<file path="src/rtl/space_race_pkg.sv">
// space_race_pkg: shared state encoding, BCD digit type and digit limit for the game-control stage.
package space_race_pkg;
  typedef enum logic [1:0] {ATTRACT, ARM, CLEAR, PLAY} state_t;
  typedef logic [3:0] bcd_t;
  localparam bcd_t BCD_MAX = 4'd9;
endpackage

</file>
<file path="src/rtl/bcd_score_counter.sv">
// bcd_score_counter: two-digit BCD player score; 99 holds with SCORE_SATURATE_EN defined, else wraps to 00.
module bcd_score_counter
  import space_race_pkg::*;
(
  input  logic clk,
  input  logic rst,
  input  logic clear,
  input  logic inc,
  output bcd_t tens,
  output bcd_t ones
);
  bcd_t tens_q, tens_d, ones_q, ones_d;
  logic bump, ones_wrap;
`ifdef SCORE_SATURATE_EN
  assign bump = inc && !(tens_q == BCD_MAX && ones_q == BCD_MAX);
`else
  assign bump = inc;
`endif
  assign ones_wrap = ones_q == BCD_MAX;
  always_comb begin
    ones_d = clear ? '0 : bump ? (ones_wrap ? '0 : ones_q + 4'd1) : ones_q;
    tens_d = clear ? '0 : (bump && ones_wrap) ? (tens_q == BCD_MAX ? '0 : tens_q + 4'd1) : tens_q;
  end
  always_ff @(posedge clk or posedge rst) begin
    if (rst) begin
      tens_q <= '0;
      ones_q <= '0;
    end else begin
      tens_q <= tens_d;
      ones_q <= ones_d;
    end
  end
  assign tens = tens_q;
  assign ones = ones_q;
endmodule

</file>
<file path="src/rtl/score_timer.sv">
// score_timer: game FSM, countdown timer and BCD scores downstream of the rockets block.
// Score saturation at 99 is selected by the SCORE_SATURATE_EN macro (wraps to 00 when undefined).
module score_timer
  import space_race_pkg::*;
#(
  parameter int TIMER_STEPS     = 64,
  parameter int FRAMES_PER_STEP = 42
) (
  input  logic                               CLK_DRV,
  input  logic                               RESET,
  input  logic                               VRESET_N,
  input  logic                               START_N,
  input  logic                               SCORE_1,
  input  logic                               SCORE_2,
  output logic                               GAME_ON,
  output logic                               R_RESET,
  output bcd_t                               SCORE1_TENS,
  output bcd_t                               SCORE1_ONES,
  output bcd_t                               SCORE2_TENS,
  output bcd_t                               SCORE2_ONES,
  output logic [$clog2(TIMER_STEPS+1)-1:0]   TIMER,
  output logic                               GAME_OVER
);
  localparam int TW = $clog2(TIMER_STEPS + 1);
  localparam int SW = $clog2(FRAMES_PER_STEP + 1);
  state_t state_q, state_d;
  logic [TW-1:0] timer_q, timer_d;
  logic [SW-1:0] step_q, step_d;
  logic [3:0] raw, meta_q, sync_q, prev_q, evt;
  logic tick, start, sc1, sc2, enter_clear, play_tick, step_wrap;
  // Active-low inputs are inverted so every conditioning flop resets to 0 (inactive).
  assign raw = {SCORE_2, SCORE_1, ~START_N, ~VRESET_N};
  always_ff @(posedge CLK_DRV or posedge RESET) begin
    if (RESET) begin
      meta_q <= '0;
      sync_q <= '0;
      prev_q <= '0;
    end else begin
      meta_q <= raw;
      sync_q <= meta_q;
      prev_q <= sync_q;
    end
  end
  assign evt   = sync_q & ~prev_q;
  assign tick  = evt[0];
  assign start = evt[1];
  assign sc1   = evt[2];
  assign sc2   = evt[3];
  always_ff @(posedge CLK_DRV or posedge RESET) begin
    if (RESET) state_q <= ATTRACT;
    else       state_q <= state_d;
  end
  always_comb begin
    state_d = state_q;
    unique case (state_q)
      ATTRACT: if (start) state_d = ARM;
      ARM:     if (tick) state_d = CLEAR;
      CLEAR:   if (tick) state_d = PLAY;
      PLAY:    if (timer_q == '0) state_d = ATTRACT;
    endcase
  end
  always_comb begin
    GAME_ON   = state_q == PLAY;
    R_RESET   = state_q == CLEAR;
    GAME_OVER = state_q == PLAY && timer_q == '0;
  end
  assign enter_clear = state_q == ARM && tick;
  assign play_tick   = state_q == PLAY && tick;
  assign step_wrap   = step_q == SW'(FRAMES_PER_STEP - 1);
  // PLAY holds one extra cycle at TIMER=0 to emit GAME_OVER; the guard stops an underflow there.
  always_comb begin
    step_d  = enter_clear ? '0 : play_tick ? (step_wrap ? '0 : step_q + SW'(1)) : step_q;
    timer_d = enter_clear ? TW'(TIMER_STEPS)
            : (play_tick && step_wrap && timer_q != '0) ? timer_q - TW'(1) : timer_q;
  end
  always_ff @(posedge CLK_DRV or posedge RESET) begin
    if (RESET) begin
      timer_q <= TW'(TIMER_STEPS);
      step_q  <= '0;
    end else begin
      timer_q <= timer_d;
      step_q  <= step_d;
    end
  end
  assign TIMER = timer_q;
  bcd_score_counter u_p1 (
    .clk   (CLK_DRV),
    .rst   (RESET),
    .clear (enter_clear),
    .inc   (sc1 && state_q == PLAY),
    .tens  (SCORE1_TENS),
    .ones  (SCORE1_ONES)
  );
  bcd_score_counter u_p2 (
    .clk   (CLK_DRV),
    .rst   (RESET),
    .clear (enter_clear),
    .inc   (sc2 && state_q == PLAY),
    .tens  (SCORE2_TENS),
    .ones  (SCORE2_ONES)
  );
endmodule
</file>
<file path="config.mk">
export PLATFORM = sky130hd
export DESIGN_NAME = score_timer
export DESIGN_NICKNAME = d
export VERILOG_FILES = /design/src/rtl/space_race_pkg.sv /design/src/rtl/bcd_score_counter.sv /design/src/rtl/score_timer.sv
export SDC_FILE = /design/constraint.sdc
export NUM_CORES = 1
export LEC_CHECK = 0
export ABC_CLOCK_PERIOD_IN_PS = 4500
export BUFFER_PORTS_ARGS = -buffer_cell sky130_fd_sc_hd__buf_2
export CELL_PAD_IN_SITES_DETAIL_PLACEMENT = 1
export CELL_PAD_IN_SITES_GLOBAL_PLACEMENT = 2
export CORE_AREA = 5 5 81 83
export CTS_BUF_LIST = sky130_fd_sc_hd__clkbuf_8
export CTS_CLUSTER_DIAMETER = 80
export DETAILED_ROUTE_END_ITERATION = 10
export DIE_AREA = 0 0 86 88
export PLACE_DENSITY_LB_ADDON = 0.12
export RECOVER_POWER = 100
export SLEW_MARGIN = 20
export SYNTH_ARGS = -nofsm -noshare
export SYNTH_HDL_FRONTEND = slang
export SYNTH_HIERARCHICAL = 1
export SYNTH_SLANG_ARGS = --single-unit
export TNS_END_PERCENT = 20
</file>
<file path="constraint.sdc">
create_clock -name CLK_DRV -period 4.5 [get_ports CLK_DRV]
set_clock_uncertainty 0.2 [all_clocks]
set_input_delay 0.225 -clock CLK_DRV [delete_from_list [all_inputs] [get_ports CLK_DRV]]
set_output_delay 0.225 -clock CLK_DRV [all_outputs]
set_load 0.05 [all_outputs]
</file>
==> results by group <==
Route
  • Number of vias per cell: 5.22
  • Antenna viol nets, final: 0
  • Total via count in the routed design: 1,696
  • DR DRC count: 0
  • First-pass iteration count of the detailed router: 4
  • Wire length per cell after detailed routing: 15.3 um
  • Violation count after the first detailed-routing iteration: 30
  • Detailed-route wire length: 4960 um

Setup path
  • Data required time of the worst path: 4070 ps
  • Source of the critical timing path: TIMER[0]
  • Startpoint type of the worst setup path: flop
  • CP endpoint kind: output port
  • Worst reg2reg path endpoint: TIMER[4]
  • Critical path peak fanout: 4
  • Destination of the critical timing path: GAME_OVER
  • Reg-to-reg critical path startpoint: state_q[1]
  • Logic depth of the worst register-to-register path: 5
  • Worst setup slack for register-to-register paths: 1920 ps
  • Data arrival time at the worst-slack endpoint: 2160 ps
  • Critical path type: flop to output port

Power
  • Ratio of total power to cell area: 441 mW/mm^2
  • Maximum VDD drop: 0.000357 V
  • Cell leakage power: 1.18 nW

Clock network
  • Clock transition at the register clock pins on the worst setup and hold paths after CTS: 80 ps
  • Cell at the root of the clock tree: clkbuf_8
  • TritonCTS clock tree: yes
  • Total CTS buffers: 5
  • CTS H-tree lvls: 2
  • Total number of clock tree sinks: 43
  • Insertion delay to the later sink of the worst-skew pair: 300 ps
  • Maximum clock path buffer count: 2

GRT
  • Number of antenna violations at the first check in global routing: 0
  • Via count of the first global-routing pass: 1,735
  • Total congestion overflow after global routing: 0
  • Pin count of the biggest net entering global routing: 28
  • Global-route wire length before repair: 8620 um
  • Total Routing Usage GR: 14.4%

Timing
  • Fmax achieved: 387 MHz
  • Final max-slew violation count: 0
  • Fin crit period: 2580 ps
  • Number of endpoints failing setup at the final stage: 0
  • Slew margin rel.: 30.6%
  • Number of hold-slack violations in the final timing report: 0
  • Final clock period utilization by the worst path: 57.4%
  • Total negative setup slack: 0 ps
  • Transition at the pin with the smallest max-transition slack: 1040 ps
  • Setup repair after global routing missed its margin: false

Floorplan
  • CORE AREA: 0.00578 mm^2
  • Effective utilization at floorplan: 40.0%
  • Die area: 0.00757 mm^2
  • Number of top-level design ports: 32
  • Number of placement rows: 28
  • Width of the die: 86 um
  • Height of the die: 88 um

Cells and area
  • Layout cell share with drive strength beyond 1: 9.60%
  • Fill cell instance count of the final layout: 678
  • Register area: 0.00108 mm^2
  • Total Nets Final: 272
  • Fin util: 44.9%
  • Antenna diodes: 0
  • Area of the multi-input gates: 0.00109 mm^2
  • Area grow syn2layout: 12.2%

Logic synthesis
  • Synth Net Count: 232
  • Count of cell types in the netlist: 49
  • Cell count after synthesis: 209
  • Post-synthesis sequential area ratio: 46.6%
  • Share of flip-flops with an asynchronous set or reset: 100%
  • Primary FF master, synth: dfrtp_1
  • Flip-flop and latch count after synthesis: 43
  • Post-Synthesis Cell Area: 0.00231 mm^2
  • Mean instance size in the synthesized netlist: 11.1 um^2
  • Number of warning messages in the yosys log: 6
  • Number of synthesized flops with an enable pin: 0

Run
  • Total of max-cap violations: 0

Placement
  • Number of input and output port buffers inserted: 31
  • Post-detailed-placement half-perimeter wirelength: 3670 um
  • Weighted congestion at the end of routability-driven global placement: 0.727

Min path
  • Type of the worst min-delay path: flop to flop

Outcome
  • Outcome: complete, no violations
timing repair:
| action | CTS | global route |
|---|---|---|
| resized for setup | 0 | 0 |
| hold buffers | 5 | 0 |
| buffers inserted | 0 | 0 |
| hold endpoints to repair | 20 | 0 |
cells by family (layout without fill, tap and decap cells):
kind of cell	Yosys count	after routing	synth area share, %
compound gates	34	34	10.6
xor+xnor	9	9	3.41
flops	43	43	46.6
simple gates	76	76	22.4
fa+ha+maj	17	17	9.20
buf+inv	23	64	4.55
mux	7	7	3.25
per-layer routing:
layer  up-vias  GRT usage (%)  part of all wire (%)
met5         -              0                     0
met4         0           4.75                   1.3
met3         7           2.63                   3.4
met2        21           24.6                    49
met1       848           18.4                    46
li1        820              -                     -
how the worst min path moves through the flow:
stage              start      endpoint  slack, ps  cells after the start
4_1_cts        meta_q[3]     sync_q[3]        160                      0
2_1_floorplan      RESET  u_p1/ones[0]       -160                      1
6_report       meta_q[2]     sync_q[2]        150                      0
3_5_place_dp       RESET  u_p2/tens[1]         30                      2
5_1_grt        meta_q[2]     sync_q[2]        170                      0
3_3_place_gp       RESET  u_p2/tens[0]         20                      2
worst max-delay path: stages, from the launching register on:
cell and delay (ps):
dfrtp_1 420, inv_1 120, ha_1 170, nor3b_1 450
and3_1 230, clkbuf_1 470
power breakdown:
part | switching (mW) | internal, mW | total [mW]
sequential | 0.0657 | 0.438 | 0.504
combinational | 0.275 | 0.128 | 0.403
clock | 0.133 | 0.105 | 0.237
total | 0.474 | 0.670 | 1.14
cells in the final DEF (no fill, tap or decap), types with 3 or more instances in the layout:
master / netlist / routed
and4b_1: 4 / 4
mux2_2: 4 / 4
nor3_1: 5 / 6
xnor2_1: 6 / 6
ha_1: 17 / 17
nand2_1: 8 / 8
a21oi_1: 6 / 6
nand3b_1: 10 / 10
nor2_1: 14 / 15
o21ai_0: 9 / 9
nand3_1: 5 / 5
mux2i_1: 3 / 3
a211o_1: 3 / 3
a211oi_1: 2 / 3
clkbuf_1: 0 / 27
xor2_1: 3 / 3
dfrtp_1: 42 / 42
nand4b_1: 3 / 3
clkbuf_8: 0 / 5
dlygate4sd3_1: 0 / 5
nor3b_1: 0 / 3
buf_2: 0 / 4
inv_1: 20 / 22
nand2b_1: 5 / 5
area by class of cell:
cell class                      count  share of cell area [%]
Inverter                           20                    2.89
Clock inverter                      3                   0.482
Sequential cell                    43                    41.5
Timing Repair Buffer               36                    6.61
Clock buffer                        5                    2.65
Tap cell                           75                    3.62
Multi-Input combinational cell    143                    42.2
cell usage after synthesis (3+ instances only):
cell type	n	area share [%]
ha_1	17	9.2
a211o_1	3	1.1
dfrtp_1	42	45
mux2i_1	3	1.3
nand2_1	8	1.3
nor3_1	5	1.1
inv_1	20	3.2
nand2b_1	5	1.4
nor3b_2	3	1.6
nand3b_1	10	3.2
nand3_1	5	1.1
xor2_1	3	1.1
nor2_1	14	2.3
o21ai_0	9	1.9
nand4b_1	3	1.1
mux2_2	4	1.9
a21oi_1	6	1.3
and4b_1	4	1.7
xnor2_1	6	2.3
state kept, by name, indices dropped and copies added (netlist names):
register   count
prev_q         4
u_p2/tens      4
sync_q         4
u_p1/ones      4
u_p2/ones      4
u_p1/tens      4
state_q        2
TIMER          7
step_q         6
meta_q         4
metrics by stage:
stage	cells	hold slack, ps	worst slack (ps)	instance area [um^2]	total power [mW]
global placement	312	21.9	2160	2530	0.927
global route	325	167	1730	2590	1.23
finish	325	153	1920	2590	1.14
floorplan	209	-159	2090	2310	0.837
detailed placement	312	26.3	2050	2530	0.932
CTS	325	155	2000	2660	1.18
Note: power is estimated with default switching activity, not from simulation.
